[src/rtl/bcd_disp_pkg.sv]
// Shared types and constants for the 3-digit multiplexed 7-segment driver.
// Segment codes are active-low in {g,f,e,d,c,b,a} order; anodes are active-low {H,T,U}.
package bcd_disp_pkg;

   typedef enum logic [1:0] {
      DIG_U = 2'd0,
      DIG_T = 2'd1,
      DIG_H = 2'd2
   } dig_state_t;

   typedef struct packed {
      logic [3:0] h;
      logic [3:0] t;
      logic [3:0] u;
   } bcd3_t;

   localparam logic [6:0] SEG_OFF  = 7'h7F;
   localparam logic [6:0] SEG_DASH = 7'h3F;

   localparam logic [6:0] SEG_DIGITS [10] = '{
      7'h40, 7'h79, 7'h24, 7'h30, 7'h19,
      7'h12, 7'h02, 7'h78, 7'h00, 7'h10
   };

   localparam logic [2:0] AN_OFF = 3'b111;
   localparam logic [2:0] AN_U   = 3'b110;
   localparam logic [2:0] AN_T   = 3'b101;
   localparam logic [2:0] AN_H   = 3'b011;

endpackage

[src/rtl/seg7_decode.sv]
// Combinational BCD nibble to active-low 7-segment code.
// Non-BCD codes 10-15 render as a dash so a bad input never looks like a numeral.
module seg7_decode
   import bcd_disp_pkg::*;
(
   input  logic [3:0] nibble,
   output logic [6:0] seg
);

   // NOTE: every always_comb output gets a default first, so no path can infer a latch.
   always_comb begin
      seg = SEG_DASH;
      if (nibble <= 4'd9) seg = SEG_DIGITS[nibble];
   end

endmodule

[src/rtl/bcd_display_scan.sv]
// Time-multiplexed 3-digit 7-segment scanner with tear-free frame commit,
// anti-ghosting blank time at the start of each slot and leading-zero blanking.
module bcd_display_scan
   import bcd_disp_pkg::*;
#(
   parameter int REFRESH_DIV  = 50000,
   parameter int BLANK_CYCLES = 16
) (
   input  logic       clk,
   input  logic       rst,
   input  logic [3:0] hundreds,
   input  logic [3:0] tens,
   input  logic [3:0] units,
   input  logic       load,
   input  logic       lz_blank,
   output logic [6:0] seg,
   output logic [2:0] an,
   output logic       frame_done
);

   if (REFRESH_DIV < 2 || BLANK_CYCLES < 0 || BLANK_CYCLES >= REFRESH_DIV) begin : g_bad_params
      $error("bcd_display_scan: need REFRESH_DIV >= 2 and 0 <= BLANK_CYCLES < REFRESH_DIV");
   end

   localparam int CW = (REFRESH_DIV > 2) ? $clog2(REFRESH_DIV) : 1;
   localparam logic [CW-1:0] CNT_LAST  = CW'(REFRESH_DIV - 1);
   localparam logic [CW-1:0] BLANK_LIM = CW'(BLANK_CYCLES);

   logic [CW-1:0] cnt;
   dig_state_t    state;
   bcd3_t         pending;
   bcd3_t         display;

   logic          slot_end;
   logic          commit;
   bcd3_t         live;
   logic [3:0]    cur_nib;
   logic [2:0]    cur_an;
   logic          lz_hide;
   logic          blank_now;
   logic [6:0]    dec_seg;

   assign slot_end = (cnt == CNT_LAST);
   assign commit   = slot_end && (state == DIG_H);
   assign live     = '{h: hundreds, t: tens, u: units};

   // A dash (code > 9) is non-zero, so only a literal 0 nibble can be suppressed.
   always_comb begin
      cur_nib = display.u;
      cur_an  = AN_U;
      lz_hide = 1'b0;
      case (state)
         DIG_T: begin
            cur_nib = display.t;
            cur_an  = AN_T;
            lz_hide = lz_blank && (display.h == 4'd0) && (display.t == 4'd0);
         end
         DIG_H: begin
            cur_nib = display.h;
            cur_an  = AN_H;
            lz_hide = lz_blank && (display.h == 4'd0);
         end
         default: ;
      endcase
   end

   assign blank_now = (cnt < BLANK_LIM) || lz_hide;

   seg7_decode u_decode (
      .nibble (cur_nib),
      .seg    (dec_seg)
   );

   // NOTE: sequential state uses non-blocking assignments so every register samples pre-edge values.
   always_ff @(posedge clk or posedge rst) begin
      if (rst) begin
         cnt        <= '0;
         state      <= DIG_U;
         pending    <= '0;
         display    <= '0;
         seg        <= SEG_OFF;
         an         <= AN_OFF;
         frame_done <= 1'b0;
      end else begin
         cnt <= slot_end ? '0 : cnt + 1'b1;

         if (slot_end) begin
            case (state)
               DIG_U:   state <= DIG_T;
               DIG_T:   state <= DIG_H;
               default: state <= DIG_U;
            endcase
         end

         if (load) pending <= live;
         // A load landing on the commit edge goes straight to the display.
         if (commit) display <= load ? live : pending;
         frame_done <= commit;

         if (blank_now) begin
            seg <= SEG_OFF;
            an  <= AN_OFF;
         end else begin
            seg <= dec_seg;
            an  <= cur_an;
         end
      end
   end

endmodule

[config.mk]
export PLATFORM = sky130hd
export DESIGN_NAME = bcd_display_scan
export DESIGN_NICKNAME = d
export VERILOG_FILES = /design/src/rtl/bcd_disp_pkg.sv /design/src/rtl/seg7_decode.sv /design/src/rtl/bcd_display_scan.sv
export SDC_FILE = /design/constraint.sdc
export NUM_CORES = 1
export LEC_CHECK = 0
export CORE_MARGIN = 5
export CORE_UTILIZATION = 60
export DETAILED_ROUTE_END_ITERATION = 8
export PLACE_DENSITY = 0.84
export SETUP_SLACK_MARGIN = 0.15
export SKIP_LAST_GASP = 1
export SYNTH_ARGS = -nofsm -noshare
export SYNTH_HDL_FRONTEND = slang
export SYNTH_SLANG_ARGS = --single-unit
[constraint.sdc]
create_clock -name clk -period 3.6 [get_ports clk]
set_input_delay 0.36 -clock clk [delete_from_list [all_inputs] [get_ports clk]]
set_output_delay 0.36 -clock clk [all_outputs]
set_load 0.05 [all_outputs]
==> metrics.csv, run 1 <==
metric,value,unit
worst reg2reg setup slack,1010,ps
Antenna Nets Post-Route,0,
count of flip-flops with a built-in enable after synthesis,0,
worst hold path type,reg -> reg,
met2 GRT Util,29.6,%
Critical-path top delay cell,ha_1,
Final Cell Area,2880,um^2
drt wl/cell,15.0,um
crit path to,seg[3],
first-pass GRT wire length,7770,um
root buf cell,clkbuf_8,
CP Launch Type,flip-flop,
Die Area,5580,um^2
crit path cell chain,inv_1 > ha_1 > nor2_1 > a21oi_1 > inv_1 > ha_1 > a2111oi_2 > a211oi_1 > o21ai_0,
Worst Clk Skew,7.01,ps
CP required,3820,ps
syn avg cell area,12.0,um^2
fin crit share,71.8,%
TritonCTS clock tree,built,
Diodes inserted,0,
final WL,4290,um
Resize count post-CTS,0,
I/O Pins,27,
Layout area overhead,14.7,%
dpl cell area,2800,um^2
Static Leak,1.25,nW
H-tree depth,2,
met3 usage,3.60,%
Pwr Density,376,nW/um^2
outcome,completed,
RSZ-0062 raised after global routing,no,
Slew @ Worst Pin,1040,ps
Final min period,2590,ps
vias in the first global route,1715,
Critical R2R Launch,state[0],
Slew Limit Fails,0,
worst setup path class,reg -> reg,
VDD IR max,0.339,mV
Worst-Skew Late Latency,300,ps
Placement Setup Slack,1060,ps
Die X-Extent,74.7,um
HPWL after detailed placement,3120,um
grt total ovfl,0,
"flops & latches, synth",53,
Num CTS Buffers,5,
post-synth top area share,42.9,%
fraction of layout cells with a size suffix above 1,19.4,%
post-synthesis cell area,2510,um^2
Core Region,4030,um^2
pin count of the biggest net entering global routing,54,
global-route track usage on met1,23.6,%
synth unique cells,36,
synth top area cells,"dfrtp_1 (43%), dfstp_2 (10%), mux2_2 (6.3%)",
drt first-iter violations,73,
layer with the highest usage,met2,
crit end category,flip-flop,
PortBufs,26,
hold path cells,1,
DR vias/cell,5.78,
Setup TNS Final,0,ps
clock buffer depth,2,
Die Span Y,74.7,um
# setup viols final,0,
antenna violations before repair,0,
Max Clk Rate,387,MHz
ys async rst share,100,%
hold slack final,494,ps
number of vias in the routed layout,1659,
placed cell count,279,
"Setup Fix Bufs, Post-CTS",0,
reg-to-reg endpoint,seg[3],
Crit path buffers/inverters,2,
Synth Area in Compound Gates,7.87,%
sequential area share after synthesis,53.3,%
post-synthesis xor/xnor area fraction,3.84,%
total number of yosys warnings,0,
CP top delay family,compound AO/OA/AOI/OAI gates,
main combinational cell family by area after synthesis,simple AND/OR/NAND/NOR gates,
clock slew at reported path FFs,80,ps
final hold vios,0,
clk sinks,53,
Slew Limit Headroom,30.9,%
DRC Markers,0,
hold_buf cts,0,
Simple-Gate Fraction of Synth Area,14.1,%
multiplexer share of the synthesized area,13.1,%
Synth area leader,dfrtp_1,
GR Util All Layers,18.0,%
GP Congestion,0.862,
number of max-cap violations,0,
most common flop cell mapped by yosys,dfrtp_1,
"Arr. time, crit path",2810,ps
Final #Nets,262,
setup ws final,1010,ps
Post-Layout Cell Count,287,
num rows,23,
worst-path fanout max,15,
syn_nets,235,
Worst path depth,9,
Initial Utilization,62.3,%
CP peak stage delay,530,ps
post-synthesis instance total,209,
worst-case reg-to-reg path depth,9,
Critical path origin,state[0],
Pre-antenna DRT Iters,5,
Adder-Cell Fraction of Synth Area,4.98,%
==> registers in the layout, indices dropped and copies added (netlist names) <==
signal and flops:
display 12, an 3, frame_done 1, cnt 16
seg 7, state 2, pending 12
==> through the flow <==
stage          total power [mW]  util [%]
5_1_grt                    1.13      71.5
2_1_floorplan             0.734         -
4_1_cts                    1.10      71.5
3_3_place_gp              0.775      69.4
3_5_place_dp              0.779      69.4
6_report                   1.08      71.5
==> synth_stat cells, drive strengths merged, types with 4 or more instances <==
| cell | count |
|---|---|
| xnor2 | 5 |
| inv | 9 |
| nor2 | 14 |
| xor2 | 6 |
| and4 | 5 |
| a21oi | 9 |
| nand4 | 6 |
| a22oi | 4 |
| nor3 | 7 |
| and3 | 4 |
| nand2 | 12 |
| nand3 | 7 |
| mux2 | 24 |
| ha | 10 |
| dfstp | 10 |
| o21ai | 11 |
| dfrtp | 43 |
==> worst reg2reg max path, cell delays in order (launching register included) <==
cell,delay [ps]
dfrtp_1,380
inv_1,90
ha_1,530
nor2_1,90
a21oi_1,310
inv_1,140
ha_1,260
a2111oi_2,400
a211oi_1,120
o21ai_0,190
==> area by class of cell <==
cell class                 count  area, um^2
multi-input combinational    141        1100
sequential                    53        1340
timing repair buffer          26         260
inverter                       9        33.8
clock buffer                   7        76.3
fill                         292        1150
tap                           50        62.6
clock inverter                 1        7.51
==> kinds of logic after synthesis <==
kind of cell / after synthesis
fa+ha+maj: 10
buf+inv: 15
mux: 26
simple gates: 63
compound gates: 31
flops: 53
xor+xnor: 11
==> routing by layer <==
metal / wire, um / part of all wire, %
met1: 1980 / 46
met2: 2030 / 47
met3: 196 / 4.6
met4: 85 / 2.0
met5: 0 / 0
==> cell usage in the layout, fill, tap and decap left out, drive strengths merged, types with 2 or more instances in the layout <==
master	n
dfrtp	43
clkbuf	7
o21ai	11
nand4	6
inv	9
nand3	7
nand2	12
a22oi	4
and4	5
nor3	7
xor2	6
and3	4
a21oi	9
mux2i	2
clkdlybuf4s50	26
xnor2	5
nor4	2
mux2	24
ha	10
and2	2
dfstp	10
nor2	14
a21o	2
==> worst min-delay path by stage <==
stage               slack, ps      to  startpoint
floorplan                 450  cnt[0]      cnt[0]
global placement          470  cnt[0]      cnt[0]
detailed placement        480  cnt[0]      cnt[0]
CTS                       490  cnt[0]      cnt[0]
global route              510  cnt[0]      cnt[0]
finish                    490  cnt[0]      cnt[0]
==> report_power, final <==
part / total, mW / internal (mW) / leakage [nW] / switching [mW]
sequential: 0.639 / 0.628 / 0.651 / 0.0108
clock: 0.317 / 0.138 / 0.0385 / 0.180
combinational: 0.127 / 0.0580 / 0.565 / 0.0686
total: 1.08 / 0.824 / 1.25 / 0.259
Power figures use the tool's default switching activity.
==> inputs of run 2 (changes only) <==
--- a/config.mk
+++ b/config.mk
@@ -6,9 +6,9 @@
 export NUM_CORES = 1
 export LEC_CHECK = 0
 export CORE_MARGIN = 5
-export CORE_UTILIZATION = 60
+export CORE_UTILIZATION = 50
 export DETAILED_ROUTE_END_ITERATION = 8
-export PLACE_DENSITY = 0.84
+export PLACE_DENSITY = 0.75
 export SETUP_SLACK_MARGIN = 0.15
 export SKIP_LAST_GASP = 1
 export SYNTH_ARGS = -nofsm -noshare
==> constraint.sdc (replaced) <==
create_clock -name clk -period 2.2 [get_ports clk]
set_input_delay 0.22 -clock clk [delete_from_list [all_inputs] [get_ports clk]]
set_output_delay 0.22 -clock clk [all_outputs]
set_load 0.05 [all_outputs]
==> metrics.csv, run 2 (synthesized netlist as in run 1, its figures left out) <==
metric,value,unit,change
CP top delay family,compound AO/OA/AOI/OAI gates,,
HPWL after detailed placement,3240,um,+3.9%
worst hold path type,in -> async,,
Reg power frac,57.0,%,-2.0 points
num rows,25,,+8.7%
Final Core Density,65.6,%,-5.9 points
total power,1.84,mW,+70%
GR Util All Layers,15.8,%,-2.2 points
grt total ovfl,0,,unchanged
Die Span Y,80.9,um,+8.3%
GP Congestion,0.833,,-3.4%
Placement Setup Slack,51.6,ps,-1000 ps
vias in the first global route,1744,,+1.7%
largest registers,"cnt x16, display x12, pending x12",,
Pwr Density,585,nW/um^2,+56%
first-pass GRT wire length,8080,um,+4.0%
NetSw,0.442,mW,+70%
RSZ-0062 raised after global routing,yes,,
# setup viols final,0,,unchanged
Diodes inserted,0,,unchanged
placed cell count,301,,+7.9%
outcome,completed,,
Antenna Nets Post-Route,0,,unchanged
Initial Utilization,52.5,%,-9.9 points
hold slack final,272,ps,-223 ps
antenna violations before repair,0,,unchanged
final hold vios,0,,unchanged
CP Launch Type,flip-flop,,
root buf cell,clkbuf_8,,
hold_buf cts,0,,unchanged
Static Leak,1.34,nW,+6.9%
Core Region,4790,um^2,+19%
drt first-iter violations,114,,+56%
Pint,1.39,mW,+69%
H-tree depth,2,,unchanged
Post-Layout Cell Count,316,,+10%
max reg flops,16,,unchanged
Slew Limit Fails,0,,unchanged
Slew Limit Headroom,66.6,%,+36 points
CP required,2420,ps,-1400 ps
"Arr. time, crit path",2260,ps,-550 ps
number of max-cap violations,0,,unchanged
"most common cell after layout, fill and taps aside",dfrtp_1,,
Max Clk Rate,491,MHz,+27%
DRC Markers,0,,unchanged
Die Area,6540,um^2,+17%
number of vias in the routed layout,1704,,+2.7%
Worst Clk Skew,14.4,ps,+7.37 ps
Crit path buffers/inverters,3,,+1
DR vias/cell,5.39,,-6.7%
Die X-Extent,80.9,um,+8.3%
fin crit share,92.7,%,+21 points
setup ws final,161,ps,-853 ps
dpl cell area,2900,um^2,+3.8%
Largest Register,cnt,,
TritonCTS clock tree,built,,
Slew @ Worst Pin,500,ps,-536 ps
fraction of layout cells with a size suffix above 1,30.5,%,+11 points
clock slew at reported path FFs,80,ps,about the same
clk sinks,53,,unchanged
Pre-antenna DRT Iters,4,,-1
Setup TNS Final,0,ps,unchanged
crit path cell chain,inv_2 > ha_4 > buf_6 > a21oi_4 > buf_6 > ha_4 > a2111oi_4 > nor3_1 > o21ai_1,,
pin count of the biggest net entering global routing,54,,unchanged
CP peak stage delay,450,ps,-80 ps
switching fraction of total power,24.0,%,+0.13 points
worst setup path class,reg -> reg,,
drt wl/cell,15.3,um,+2.1%
Clk pwr share,30.4,%,+1.1 points
Final min period,2040,ps,-547 ps
Critical-path top delay cell,dfrtp_1,,
Worst-Skew Late Latency,300,ps,about the same
Final Cell Area,3140,um^2,+9.0%
I/O Pins,27,,unchanged
Final #Nets,274,,+4.6%
worst-path fanout max,6,,-9
crit end category,flip-flop,,
final WL,4830,um,+12%
logic gate share of total power,12.6,%,+0.9 points
Layout area overhead,25.1,%,
VDD IR max,0.492,mV,+45%
PortBufs,26,,unchanged
Num CTS Buffers,5,,unchanged
"commonest cells after routing, fill and taps aside","dfrtp_1 (43), clkdlybuf4s50_1 (26), mux2_2 (14), nand2_1 (12), nor2_1 (11)",,
clock buffer depth,2,,unchanged
[run 2: power groups by stage]
stage                     clock network, mW  logic, mW  registers (mW)
after CTS                             0.571      0.224            1.05
final                                 0.558      0.231            1.05
after global placement                    0      0.217            1.06
after global routing                  0.624      0.251            1.05
after floorplan                           0     0.0975            1.11
after detailed placement                  0      0.220            1.07
[run 2: final cells by class]
cell class / instances / area (um^2)
clock buffers: 8 / 90.1
fillers: 362 / 1650
inverters: 9 / 33.8
multi-input cells: 141 / 1220
flip-flops and latches: 53 / 1340
well taps: 67 / 83.8
repair buffers: 38 / 370
[run 2: worst register-to-register path: stages (launching register included)]
cell,delay [ps]
dfrtp_1,450
inv_2,100
ha_4,360
buf_6,130
a21oi_4,60
buf_6,130
ha_4,160
a2111oi_4,360
nor3_1,90
o21ai_1,140
[run 2: what timing repair did]
action | in CTS | in global routing
buffers inserted | 3 | 4
pin swaps | 2 | 8
endpoints found under the setup margin | 5 | 5
resized for setup | 4 | 22
cloned | 0 | 0
[run 2: final timing paths]
check / cells past startpoint / slack [ps] / to / startpoint
worst max register to register: 9 / 160 / seg[4] / state[0]
worst min-delay path: 3 / 270 / cnt[3] / rst
worst max-delay path: 9 / 160 / seg[4] / state[0]
max in group asynchronous: 3 / 1610 / an[2] / rst
min in group clk: 1 / 480 / cnt[0] / cnt[0]
worst min register to register: 1 / 480 / cnt[0] / cnt[0]
[run 2: routing by layer]
metal / track usage, % / up-vias / wire (um)
met1: 20.5 / 846 / 2210
met2: 26.2 / 38 / 2350
li1: - / 816 / -
met3: 3.99 / 4 / 221
met4: 4.73 / 0 / 42
met5: 0 / - / 0
==> inputs of run 3 (changes only) <==
--- a/config.mk
+++ b/config.mk
@@ -6,9 +6,9 @@
 export NUM_CORES = 1
 export LEC_CHECK = 0
 export CORE_MARGIN = 5
-export CORE_UTILIZATION = 50
+export CORE_UTILIZATION = 60
 export DETAILED_ROUTE_END_ITERATION = 8
-export PLACE_DENSITY = 0.75
+export PLACE_DENSITY = 0.84
 export SETUP_SLACK_MARGIN = 0.15
 export SKIP_LAST_GASP = 1
 export SYNTH_ARGS = -nofsm -noshare
==> constraint.sdc (replaced) <==
create_clock -name clk -period 2.55 [get_ports clk]
set_input_delay 0.255 -clock clk [delete_from_list [all_inputs] [get_ports clk]]
set_output_delay 0.255 -clock clk [all_outputs]
set_load 0.05 [all_outputs]
==> metrics.csv, run 3 (synthesized netlist as in run 1, its figures left out) <==
metric,value,unit,change
worst setup path class,reg -> reg,,
NetSw,0.387,mW,-12%
final WL,4500,um,-6.8%
logic gate share of total power,11.2,%,-1.4 points
outcome,completed,,
CP required,2790,ps,+370 ps
vias in the first global route,1632,,-6.4%
Diodes inserted,0,,unchanged
Slew @ Worst Pin,718,ps,+219 ps
Slew Limit Headroom,52.0,%,-15 points
drt wl/cell,15.4,um,+0.87%
DRC Markers,0,,unchanged
RSZ-0062 raised after global routing,no,,
"Arr. time, crit path",2480,ps,+220 ps
Setup TNS Final,0,ps,unchanged
HPWL after detailed placement,3410,um,+5.0%
Reg power frac,53.7,%,-3.3 points
Layout area overhead,18.5,%,
Pint,1.29,mW,-7.3%
pin count of the biggest net entering global routing,37,,-31%
clock slew at reported path FFs,90,ps,about the same
GP Congestion,0.808,,-3.0%
setup ws final,310,ps,+149 ps
DR vias/cell,5.69,,+5.6%
H-tree depth,2,,unchanged
Die Span Y,74.7,um,-7.6%
Final #Nets,267,,-2.6%
Die X-Extent,74.7,um,-7.6%
worst reg2reg setup slack,310,ps,+150 ps
reg-to-reg endpoint,seg[0],,
PortBufs,26,,unchanged
CP Launch Type,flip-flop,,
GR Util All Layers,18.9,%,+3.1 points
TritonCTS clock tree,built,,
Max Clk Rate,446,MHz,-9.0%
first-pass GRT wire length,7890,um,-2.3%
crit end category,flip-flop,,
Initial Utilization,62.3,%,+9.9 points
Critical R2R Launch,state[1],,
# setup viols final,0,,unchanged
Num CTS Buffers,5,,unchanged
fin crit share,87.8,%,-4.8 points
drt first-iter violations,83,,-27%
fraction of layout cells with a size suffix above 1,23.1,%,-7.4 points
"most common cell after layout, fill and taps aside",dfrtp_1,,
worst-case reg-to-reg path depth,9,,unchanged
largest registers,"cnt x16, display x12, pending x12",,
clock buffer depth,2,,unchanged
worst-path fanout max,10,,+4
antenna violations before repair,0,,unchanged
grt total ovfl,0,,unchanged
Worst Clk Skew,5.41,ps,-8.97 ps
num rows,23,,-8.0%
hold_buf cts,0,,unchanged
number of max-cap violations,0,,unchanged
max reg flops,16,,unchanged
Clk pwr share,35.0,%,+4.6 points
Pre-antenna DRT Iters,4,,unchanged
Slew Limit Fails,0,,unchanged
final hold vios,0,,unchanged
I/O Pins,27,,unchanged
number of vias in the routed layout,1662,,-2.5%
Antenna Nets Post-Route,0,,unchanged
VDD IR max,0.577,mV,+17%
clk sinks,53,,unchanged
Core Region,4030,um^2,-16%
Worst-Skew Late Latency,310,ps,about the same
"commonest cells after routing, fill and taps aside","dfrtp_1 (43), clkdlybuf4s50_1 (26), mux2_2 (14), nor2_1 (14), nand2_1 (12)",,
Die Area,5580,um^2,-15%
worst hold path type,in -> async,,
Placement Setup Slack,126,ps,+74.7 ps
Static Leak,1.30,nW,-3.2%
Pwr Density,564,nW/um^2,-3.5%
Largest Register,cnt,,
Final min period,2240,ps,+201 ps
switching fraction of total power,23.0,%,-1.0 points
root buf cell,clkbuf_8,,
run 3: cell types whose count changed in the layout (fill, tap and decap cells not counted), moves of 3 or more:
cell / before / now
buf_4: 9 / 5
inv_2: 5 / 1
nor2_1: 11 / 14
ha_4: 4 / 0
ha_1: 4 / 8
inv_1: 4 / 8
run 3: metal layers:
metal | routed length [um] | global-route usage (%)
met5 | 0 | 0
met4 | 84 | 7.71
met3 | 236 | 4.81
met1 | 1990 | 24.6
met2 | 2190 | 30.4
run 3: worst max-delay path, stage by stage, from the launching register on:
cell	delay (ps)
dfrtp_1	400
inv_1	120
ha_2	320
buf_4	190
a21oi_2	170
inv_1	100
ha_2	210
a2111oi_4	340
a211oi_1	120
o21ai_0	190
run 3: worst max-delay path by stage:
stage                     cells past startpoint  startpoint      to  slack [ps]
after floorplan                              10    state[0]  seg[0]         240
after global placement                        9    state[0]  seg[3]         300
after detailed placement                      9    state[0]  seg[3]         130
after CTS                                     9    state[0]  seg[3]         220
after global routing                          9    state[0]  seg[0]         170
final                                         9    state[1]  seg[0]         310
run 3: timing repair:
| action | in CTS | in global routing |
|---|---|---|
| resized for setup | 2 | 3 |
| pin swaps | 0 | 1 |
| buffers inserted | 0 | 1 |
| setup endpoints to repair | 2 | 2 |
run 3: per-stage QoR:
step	cells	cell area, um^2	hold slack [ps]	power, mW	util [%]
finish	292	2980	370	1.68	73.9
global route	292	2980	438	1.75	73.9
CTS	291	2960	396	1.69	73.5
detailed placement	283	2830	490	1.11	70.2
global placement	283	2830	471	1.10	70.2
floorplan	209	2510	420	1.04	-
run 3: power by group through the flow:
| stage | sequential, mW | combinational [mW] | clock [mW] |
|---|---|---|---|
| after floorplan | 0.954 | 0.0815 | 0 |
| after global placement | 0.917 | 0.182 | 0 |
| after detailed placement | 0.919 | 0.186 | 0 |
| after CTS | 0.902 | 0.190 | 0.598 |
| after global routing | 0.907 | 0.205 | 0.634 |
| final | 0.902 | 0.189 | 0.588 |
run 3: cell type report:
| class | instances | area [um^2] |
|---|---|---|
| Multi-Input combinational cell | 141 | 1120 |
| Inverter | 9 | 33.8 |
| Clock inverter | 2 | 37.5 |
| Tap cell | 50 | 62.6 |
| Fill cell | 284 | 1050 |
| Clock buffer | 6 | 82.6 |
| Timing Repair Buffer | 31 | 298 |
| Sequential cell | 53 | 1340 |
